--- src/rtl/pipeline_issue_ctrl_if.sv ---
// Source/retire handshake bundle for pipeline_issue_ctrl.
// master drives instruction words in and watches retirements; slave is the controller.
interface pipeline_issue_ctrl_if #(
    parameter int unsigned WIDTH = 8
) ();
    logic             in_valid;
    logic [WIDTH-1:0] in_inst;
    logic             in_ready;
    logic             out_valid;
    logic [WIDTH-1:0] out_inst;

    modport master (
        output in_valid,
        output in_inst,
        input  in_ready,
        input  out_valid,
        input  out_inst
    );

    modport slave (
        input  in_valid,
        input  in_inst,
        output in_ready,
        output out_valid,
        output out_inst
    );
endinterface

--- src/rtl/pipeline_issue_ctrl.sv ---
// Issue scheduler for a linear STAGES-deep pipeline: input FIFO, per-stage valid tracking,
// stall/flush/drain control. Define PIPE_CTRL_BYPASS_EN to issue straight from in_inst when empty.
module pipeline_issue_ctrl #(
    parameter int unsigned WIDTH      = 8,
    parameter int unsigned STAGES     = 8,
    parameter int unsigned FIFO_DEPTH = 4
) (
    input  logic                 clk_i,
    input  logic                 reset_i,
    pipeline_issue_ctrl_if.slave bus_io,
    input  logic                 stall_i,
    input  logic                 flush_i,
    input  logic                 drain_i,
    output logic                 issue_valid_o,
    output logic [WIDTH-1:0]     issue_inst_o,
    output logic [STAGES-1:0]    stage_valid_o,
    output logic                 busy_o,
    output logic                 drained_o,
    output logic [15:0]          issue_count_o
);

    localparam int unsigned AW = $clog2(FIFO_DEPTH);
    localparam logic [AW:0] FullCnt = (AW+1)'(FIFO_DEPTH);

    typedef enum logic [1:0] {
        StIdle,
        StRun,
        StDrain
    } state_e;

    state_e state_q, state_d;

    logic [WIDTH-1:0] mem_q [FIFO_DEPTH];
    logic [AW-1:0]    wr_ptr_q, rd_ptr_q;
    logic [AW:0]      cnt_q, cnt_d;

    logic [WIDTH-1:0]  stage_data_q [STAGES];
    logic [WIDTH-1:0]  stage_data_d [STAGES];
    logic [STAGES-1:0] stage_valid_q, stage_valid_d;

    logic             out_valid_q, out_valid_d;
    logic [WIDTH-1:0] out_inst_q, out_inst_d;
    logic             drained_q, drained_d;
    logic [15:0]      issue_count_q, issue_count_d;

    logic fifo_empty, fifo_full, in_ready, accept, push, pop, bypass, empty_after;
    logic             issue_valid;
    logic [WIDTH-1:0] issue_inst;

    assign fifo_empty = (cnt_q == '0);
    assign fifo_full  = (cnt_q == FullCnt);
    assign in_ready   = !reset_i && !fifo_full && (state_q != StDrain) && !flush_i;
    assign accept     = bus_io.in_valid && in_ready;
    assign pop        = !fifo_empty && !stall_i && !flush_i;

`ifdef PIPE_CTRL_BYPASS_EN
    assign bypass = fifo_empty && !stall_i && !flush_i && accept;
`else
    assign bypass = 1'b0;
`endif

    // A bypassed word goes straight to stage 0 and never occupies a FIFO slot.
    assign push        = accept && !bypass;
    assign issue_valid = pop || bypass;
    assign issue_inst  = pop ? mem_q[rd_ptr_q] : (bypass ? bus_io.in_inst : '0);

    always_comb begin
        cnt_d = cnt_q;
        if (flush_i) begin
            cnt_d = '0;
        end else if (push && !pop) begin
            cnt_d = cnt_q + 1'b1;
        end else if (pop && !push) begin
            cnt_d = cnt_q - 1'b1;
        end
    end

    always_comb begin
        stage_valid_d = stage_valid_q;
        stage_data_d  = stage_data_q;
        if (flush_i) begin
            stage_valid_d = '0;
            for (int k = 0; k < STAGES; k++) begin
                stage_data_d[k] = '0;
            end
        end else if (!stall_i) begin
            stage_valid_d   = {stage_valid_q[STAGES-2:0], issue_valid};
            stage_data_d[0] = issue_inst;
            for (int k = 1; k < STAGES; k++) begin
                stage_data_d[k] = stage_data_q[k-1];
            end
        end
    end

    always_comb begin
        out_valid_d   = stage_valid_q[STAGES-1] && !stall_i && !flush_i;
        out_inst_d    = out_valid_d ? stage_data_q[STAGES-1] : out_inst_q;
        issue_count_d = issue_valid ? issue_count_q + 16'd1 : issue_count_q;
    end

    // Idle/drain-exit decisions look at occupancy as it will be after this edge.
    assign empty_after = (cnt_d == '0) && (stage_valid_d == '0);

    always_comb begin
        state_d   = state_q;
        drained_d = 1'b0;
        if (flush_i) begin
            state_d   = StIdle;
            drained_d = (state_q == StDrain);
        end else begin
            unique case (state_q)
                StIdle: begin
                    if (drain_i) begin
                        if (accept) begin
                            state_d = StDrain;
                        end else begin
                            drained_d = 1'b1;
                        end
                    end else if (accept) begin
                        state_d = StRun;
                    end
                end
                StRun: begin
                    if (drain_i) begin
                        if (empty_after) begin
                            state_d   = StIdle;
                            drained_d = 1'b1;
                        end else begin
                            state_d = StDrain;
                        end
                    end else if (empty_after && !accept) begin
                        state_d = StIdle;
                    end
                end
                StDrain: begin
                    if (empty_after) begin
                        state_d   = StIdle;
                        drained_d = 1'b1;
                    end
                end
                default: state_d = StIdle;
            endcase
        end
    end

    always_ff @(posedge clk_i) begin
        if (reset_i) begin
            state_q       <= StIdle;
            wr_ptr_q      <= '0;
            rd_ptr_q      <= '0;
            cnt_q         <= '0;
            stage_valid_q <= '0;
            stage_data_q  <= '{default: '0};
            out_valid_q   <= 1'b0;
            out_inst_q    <= '0;
            drained_q     <= 1'b0;
            issue_count_q <= '0;
        end else begin
            state_q       <= state_d;
            cnt_q         <= cnt_d;
            stage_valid_q <= stage_valid_d;
            stage_data_q  <= stage_data_d;
            out_valid_q   <= out_valid_d;
            out_inst_q    <= out_inst_d;
            drained_q     <= drained_d;
            issue_count_q <= issue_count_d;
            if (flush_i) begin
                wr_ptr_q <= '0;
                rd_ptr_q <= '0;
            end else begin
                if (push) begin
                    wr_ptr_q <= wr_ptr_q + 1'b1;
                end
                if (pop) begin
                    rd_ptr_q <= rd_ptr_q + 1'b1;
                end
            end
        end
    end

    always_ff @(posedge clk_i) begin
        if (push) begin
            mem_q[wr_ptr_q] <= bus_io.in_inst;
        end
    end

    assign bus_io.in_ready  = in_ready;
    assign bus_io.out_valid = out_valid_q;
    assign bus_io.out_inst  = out_inst_q;
    assign issue_valid_o    = issue_valid;
    assign issue_inst_o     = issue_inst;
    assign stage_valid_o    = stage_valid_q;
    assign busy_o           = (state_q != StIdle);
    assign drained_o        = drained_q;
    assign issue_count_o    = issue_count_q;

endmodule

--- src/flat_wrapper.sv ---
// flat-port wrapper written by rule: the top's interface ports become plain ports
module pipeline_issue_ctrl_flat 
#(
    parameter int unsigned WIDTH      = 8,
    parameter int unsigned STAGES     = 8,
    parameter int unsigned FIFO_DEPTH = 4
)
  (clk_i, reset_i, stall_i, flush_i, drain_i, issue_valid_o, issue_inst_o, stage_valid_o, busy_o, drained_o, issue_count_o, bus_io_in_valid, bus_io_in_inst, bus_io_in_ready, bus_io_out_valid, bus_io_out_inst);
  pipeline_issue_ctrl_if #(.WIDTH(WIDTH)) bus_io_i ();
  input  logic clk_i;
  input  logic reset_i;
  input  logic stall_i;
  input  logic flush_i;
  input  logic drain_i;
  output logic issue_valid_o;
  output logic [WIDTH-1:0] issue_inst_o;
  output logic [STAGES-1:0] stage_valid_o;
  output logic busy_o;
  output logic drained_o;
  output logic [15:0] issue_count_o;
  input wire logic [$bits(bus_io_i.in_valid)-1:0] bus_io_in_valid;
  input wire logic [$bits(bus_io_i.in_inst)-1:0] bus_io_in_inst;
  output wire logic [$bits(bus_io_i.in_ready)-1:0] bus_io_in_ready;
  output wire logic [$bits(bus_io_i.out_valid)-1:0] bus_io_out_valid;
  output wire logic [$bits(bus_io_i.out_inst)-1:0] bus_io_out_inst;
  assign bus_io_i.in_valid = bus_io_in_valid;
  assign bus_io_i.in_inst = bus_io_in_inst;
  assign bus_io_in_ready = bus_io_i.in_ready;
  assign bus_io_out_valid = bus_io_i.out_valid;
  assign bus_io_out_inst = bus_io_i.out_inst;
  pipeline_issue_ctrl #(.WIDTH(WIDTH), .STAGES(STAGES), .FIFO_DEPTH(FIFO_DEPTH)) u_core (.clk_i(clk_i), .reset_i(reset_i), .bus_io(bus_io_i), .stall_i(stall_i), .flush_i(flush_i), .drain_i(drain_i), .issue_valid_o(issue_valid_o), .issue_inst_o(issue_inst_o), .stage_valid_o(stage_valid_o), .busy_o(busy_o), .drained_o(drained_o), .issue_count_o(issue_count_o));
endmodule
--- config.mk ---
export PLATFORM = sky130hd
export DESIGN_NAME = pipeline_issue_ctrl_flat
export DESIGN_NICKNAME = d
export VERILOG_FILES = /design/src/rtl/pipeline_issue_ctrl_if.sv /design/src/rtl/pipeline_issue_ctrl.sv /design/src/flat_wrapper.sv
export SDC_FILE = /design/constraint.sdc
export NUM_CORES = 1
export LEC_CHECK = 0
export CORE_ASPECT_RATIO = 1.5
export CORE_MARGIN = 4
export CORE_UTILIZATION = 40
export DETAILED_ROUTE_END_ITERATION = 8
export PLACE_DENSITY = 0.58
export RECOVER_POWER = 25
export SLEW_MARGIN = 30
export SYNTH_ARGS = -nofsm -noshare
export SYNTH_HDL_FRONTEND = slang
export SYNTH_SLANG_ARGS = --single-unit
--- constraint.sdc ---
create_clock -name clk_i -period 5.3 [get_ports clk_i]
set_clock_uncertainty 0.2 [all_clocks]
set_input_delay 1.325 -clock clk_i [delete_from_list [all_inputs] [get_ports clk_i]]
set_output_delay 1.325 -clock clk_i [all_outputs]
set_load 0.005 [all_outputs]
# Word-level counts from Yosys, hierarchy flattened
# Memories as Yosys holds them, arrays and structs flattened. A register that Yosys moved wholly into a read port is not among the register bits.
# Index checks and enable logic that the tools add are counted.
[word_totals] wordCells=80 mem_count=1 latchBits=0 in_bits=14 out_inout_bits=45 reg_bits=107 ram_bits=32 romBits=0
[op_classes] reduce_logical=26 add_sub_neg=5 multipliers=0 n_mux=24 n_eq_ne=7 shift=0 div_mod_pow=0 magnitude_cmp=0 bitwise_logic=0
[memory_table] name="u_core.mem_q" depth=4 width=8 rd=1 rd_clocked_by_memory_dff=1 wr=1 line="pipeline_issue_ctrl.sv:33" text="logic [WIDTH-1:0] mem_q [FIFO_DEPTH];"
[ops] op="8-bit two-way mux" count=3
[ops] op="2-bit two-way mux" count=9
[ops] op="16-bit by 1-bit adder with 16-bit output, second input constant" count=1
[ops] op="1-bit logical AND" count=12
[ops] op="3-bit two-way mux" count=3
[ops] op="8-bit zero test" count=1
[ops] op="1-bit zero test" count=7
[ops] op="1-bit two-way mux" count=7
[ops] op="3-bit zero test" count=2
[ops] op="2-bit one-hot mux with 3 select lines" count=1
[ops] op="2-bit by 1-bit adder with 2-bit output, second input constant" count=2
[ops] op="2-bit by 1-bit != test with 1-bit output, second input constant" count=2
[ops] op="3-bit by 1-bit adder with 3-bit output, second input constant" count=1
[ops] op="3-bit equality test, second input constant" count=1
[ops] op="3-bit by 2-bit != test with 1-bit output, second input constant" count=1
[ops] op="1-bit one-hot mux with 3 select lines" count=1
[ops] op="3-bit AND reduction" count=1
[ops] op="3-bit by 1-bit subtractor with 3-bit output, second input constant" count=1
[ops] op="2-bit by 1-bit equality test with 1-bit output, second input constant" count=1
[ops] op="2-bit equality test, second input constant" count=1
[ops] op="2-bit zero test" count=1
[ops] op="2-bit != test, second input constant" count=1
[ops] op="2-bit nonzero test" count=1
[ops] op="2-bit OR reduction" count=1

# Longest topological paths before layout
[logic_depth] word_depth=17 ltp_mapped=11 depth_no_buf=9

# Worst setup path before layout
# No wires, ideal clock.
[synth_path] kind="input to output" startpoint="input port stall_i" endpoint="output port issue_inst_o[0]" stages=3 path_slack_ps=1833 path_buffers=1 arrival_ps=1942 cell_sequence="nor2_2 clkbuf_1 and3_1"
[synth_via] elab_chain_len=4
[synth_lines] item="start: declaration" line="flat_wrapper.sv:12" text="input logic stall_i;"
[synth_lines] item="1-bit zero test" line="pipeline_issue_ctrl.sv:54" text="assign pop = !fifo_empty && !stall_i && !flush_i;"
[synth_lines] item="1-bit logical AND (2 in a row)" line="pipeline_issue_ctrl.sv:54"
[synth_lines] item="8-bit two-way mux" line="pipeline_issue_ctrl.sv:65" text="assign issue_inst = pop ? mem_q[rd_ptr_q] : (bypass ? bus_io.in_inst : '0);"
[synth_lines] item="end: declaration" line="flat_wrapper.sv:16" text="output logic [WIDTH-1:0] issue_inst_o;"
# No other way between the ends.

# Worst setup path after layout
[layout_path] startpoint="input port flush_i" endpoint="output port issue_valid_o"
[layout_via] elab_chain_len=2
[layout_lines] item="start: declaration" line="flat_wrapper.sv:13" text="input logic flush_i;"
[layout_lines] item="1-bit zero test" line="pipeline_issue_ctrl.sv:54"
[layout_lines] item="1-bit logical AND" line="pipeline_issue_ctrl.sv:54"
[layout_lines] item="end: declaration" line="flat_wrapper.sv:15" text="output logic issue_valid_o;"
# No other way between the ends.

==> summary.txt <==
Critical path
  • CP max stage delay: 580 ps
  • CP arrival: 3280 ps
  • Crit path cell chain: clkdlybuf4s50_1 -> nor2_2 -> nand2_1 -> inv_1 -> clkdlybuf4s50_1
  • R2r setup slk: 2460 ps
  • CP max stage cell: clkdlybuf4s50_1
  • Cell mode on critical path: clkdlybuf4s50_1
  • Startpoint Class: input port
  • Crit Path Max Fanout: 11
  • Worst setup path category: input port to output pin
  • Crit path max-delay family: buffers and inverters
  • Critical Path Sink Type: output pin
  • CP bufs+invs: 3
  • Data required, critical path: 3770 ps

Power and ir drop
  • Clock share of power: 0.498
  • Power share of the sequential group: 0.462
  • Sw Share: 0.213
  • Switching pwr: 0.512 mW
  • Leakage power: 2.62 nW
  • Logic pwr share: 0.040
  • Pwr Density: 357 nW/um^2
  • Pint: 1.89 mW
  • VDD IR max: 207 uV

Final layout
  • Final instance area: 6720 sq um
  • Fin nets: 566
  • Area Growth Syn to Fin: 24.1%
  • Final Non-Filler Cells: 716
  • Multi-input gate area: 2140 sq um
  • Ant. Diodes: 0
  • Fraction of layout cells with a size suffix above 1: 0.0969
  • Final Util: 0.511
  • Highest-count cells in the layout ignoring fill and taps: 109 x dfxtp_1, 95 x nor2_1, 65 x mux2i_1
  • # fillers: 1180
  • Commonest non-fill, non-tap cell in the layout: dfxtp_1
  • Sequential cell area: 3140 sq um

Global routing
  • GRT Residual Overflow: 0
  • Initial antenna violation count: 0
  • Largest net degree at the start of global routing: 79
  • Vias in the first global route: 3438
  • All-Layer GR Usage: 0.140
  • First-pass GRT wire length: 16.8 mm

Routing
  • Final wirelength: 10.3 mm
  • Drt pass-1 iters: 4
  • Routed vias: 3575
  • DRC viols: 0
  • Vias per inst: 4.99
  • DR iter-0 viols: 144
  • Post-route ant nets: 0
  • Avg WL per Cell: 14.4 um

Timing
  • Slew Limit Fails: 0
  • Setup TNS: 0 ps
  • Fmax: 0.208 GHz
  • Fin. Hold Viols: 0
  • Clock period minus worst slack: 4800 ps
  • Tcrit/Tclk final: 0.906
  • Worst slew pin tran: 819 ps
  • RSZ-0062 raised after global routing: no
  • Final setup viols: 0
  • Relative slew slack: 0.454

Synthesis
  • EDFF count, synth: 32
  • Library cells used by synthesis: 45
  • Yosys warns: 0
  • Async SR Flop Fraction: 0
  • Top_reg_cell synth: dfxtp_1
  • Cell area after synthesis: 5420 sq um
  • Synth Instances: 490
  • Sequential share of the synthesized area: 0.580
  • Synth Net Count: 512
  • Count of state elements after synthesis: 141
  • Mapped Avg Cell Area: 11.1 sq um

Clock network
  • Cts repair resizes: 0
  • Hold Buf Count CTS: 0
  • Clk pin slew, worst setup/hold paths: 60 ps
  • Clock sink total: 141
  • CTS H-tree lvls: 4
  • Post-CTS Setup Bufs: 0
  • Root Driver: clkbuf_16
  • CTS tree: built
  • Skew-Pair Late Insertion Delay: 410 ps
  • Max clock buf depth: 2
  • TritonCTS Buffers: 17

Outcome
  • Status: completed

Floorplanning
  • Die width: 103 um
  • Die Y: 151 um
  • Initial Utilization: 0.412
  • Io pins: 59
  • Placeable Area: 13100 sq um
  • Row count: 51
  • Die area: 15500 sq um

Job
  • Maxcap violations: 0

Placed design
  • Gpl congestion: 0.788
  • DP Area: 6130 sq um
  • Placed Cells: 684
  • Port bufs: 58
  • Final HPWL DP: 6.74 mm

Worst hold path
  • Worst Hold Class: register to register
## synth_stat cells, drive strengths merged, types with 2 or more instances
cell | n | share of area
inv | 5 | 0.0035
o22ai | 3 | 0.0035
nor2 | 97 | 0.068
dfxtp | 109 | 0.40
and3 | 12 | 0.014
or2 | 2 | 0.0023
buf | 5 | 0.0042
and2 | 6 | 0.0069
ha | 8 | 0.018
o211ai | 2 | 0.0028
o21ai | 2 | 0.0018
clkbuf | 23 | 0.016
edfxtp | 32 | 0.18
nor3 | 2 | 0.0018
xnor2 | 4 | 0.0065
mux2i | 65 | 0.12
nand2b | 3 | 0.0044
nand4 | 2 | 0.0023
nand2 | 36 | 0.025
o21a | 2 | 0.0028
and4 | 2 | 0.0032
xor2 | 15 | 0.024
nand3 | 10 | 0.012
a21oi | 22 | 0.020
mux4 | 8 | 0.033
## kinds of logic after synthesis
| kind of cell | Yosys count | synth area share |
|---|---|---|
| mux | 73 | 0.153 |
| xor+xnor | 19 | 0.0307 |
| compound gates | 39 | 0.0467 |
| simple gates | 176 | 0.145 |
| flops | 141 | 0.580 |
| fa+ha+maj | 9 | 0.0206 |
| buf+inv | 33 | 0.0236 |
## worst min-delay path, delay by kind of cell, from the launching register on
kind / cells / cell delay (ps)
AOI/OAI and AO/OA: 1 / 50
DFF: 1 / 300
and+or+nand+nor: 1 / 50
## state kept, by name, indices dropped and copies added (netlist names), named ones only
register,count
u_core.stage_data_q,64
u_core.mem_q,32
u_core.issue_count_o,16
u_core.bus_io.out_inst,8
u_core.stage_valid_o,8
u_core.cnt_q,3
u_core.rd_ptr_q,2
u_core.state_q,2
u_core.wr_ptr_q,2
u_core.bus_io.out_valid,1
u_core.drained_o,1
## cell type report
type | instances | area share
multi-input combinational | 316 | 0.319
tap | 159 | 0.0296
sequential | 141 | 0.468
inverter | 5 | 0.00279
timing repair buffer | 63 | 0.0916
clock buffer | 19 | 0.0644
clock inverter | 13 | 0.0249
## layer usage
metal,part of all wire,up-vias,track usage
li1,-,1808,-
met5,0,-,0
met3,0.034,13,0.0385
met2,0.49,61,0.222
met4,0.015,0,0.0590
met1,0.46,1693,0.180
## final timing paths
path / depth (start not counted) / start / to
max: 5 / flush_i / issue_valid_o
min reg2reg: 2 / u_core.bus_io.out_inst[6]$_SDFFE_PP0P_ / u_core.bus_io.out_inst[6]$_SDFFE_PP0P_
max reg2reg: 9 / u_core.cnt_q[1]$_SDFF_PP0_ / u_core.state_q[0]$_SDFFE_PP0P_
min: 2 / u_core.bus_io.out_inst[6]$_SDFFE_PP0P_ / u_core.bus_io.out_inst[6]$_SDFFE_PP0P_
## metrics by stage
step | hold WS (ps) | total power [mW] | worst slack, ps
after floorplan | 232 | 1.19 | 1830
after global placement | 243 | 1.23 | 679
after detailed placement | 247 | 1.23 | 652
after CTS | 255 | 2.43 | 647
after global routing | 267 | 2.48 | 341
final | 248 | 2.40 | 500
## power by group through the flow
stage	Combinational [mW]	Sequential [mW]	Clock, mW
final	0.0965	1.11	1.20
after CTS	0.100	1.11	1.22
after detailed placement	0.0994	1.13	0
after global placement	0.0994	1.13	0
after floorplan	0.0656	1.13	0
after global routing	0.105	1.11	1.27
Note: power is estimated with default switching activity, not from simulation.
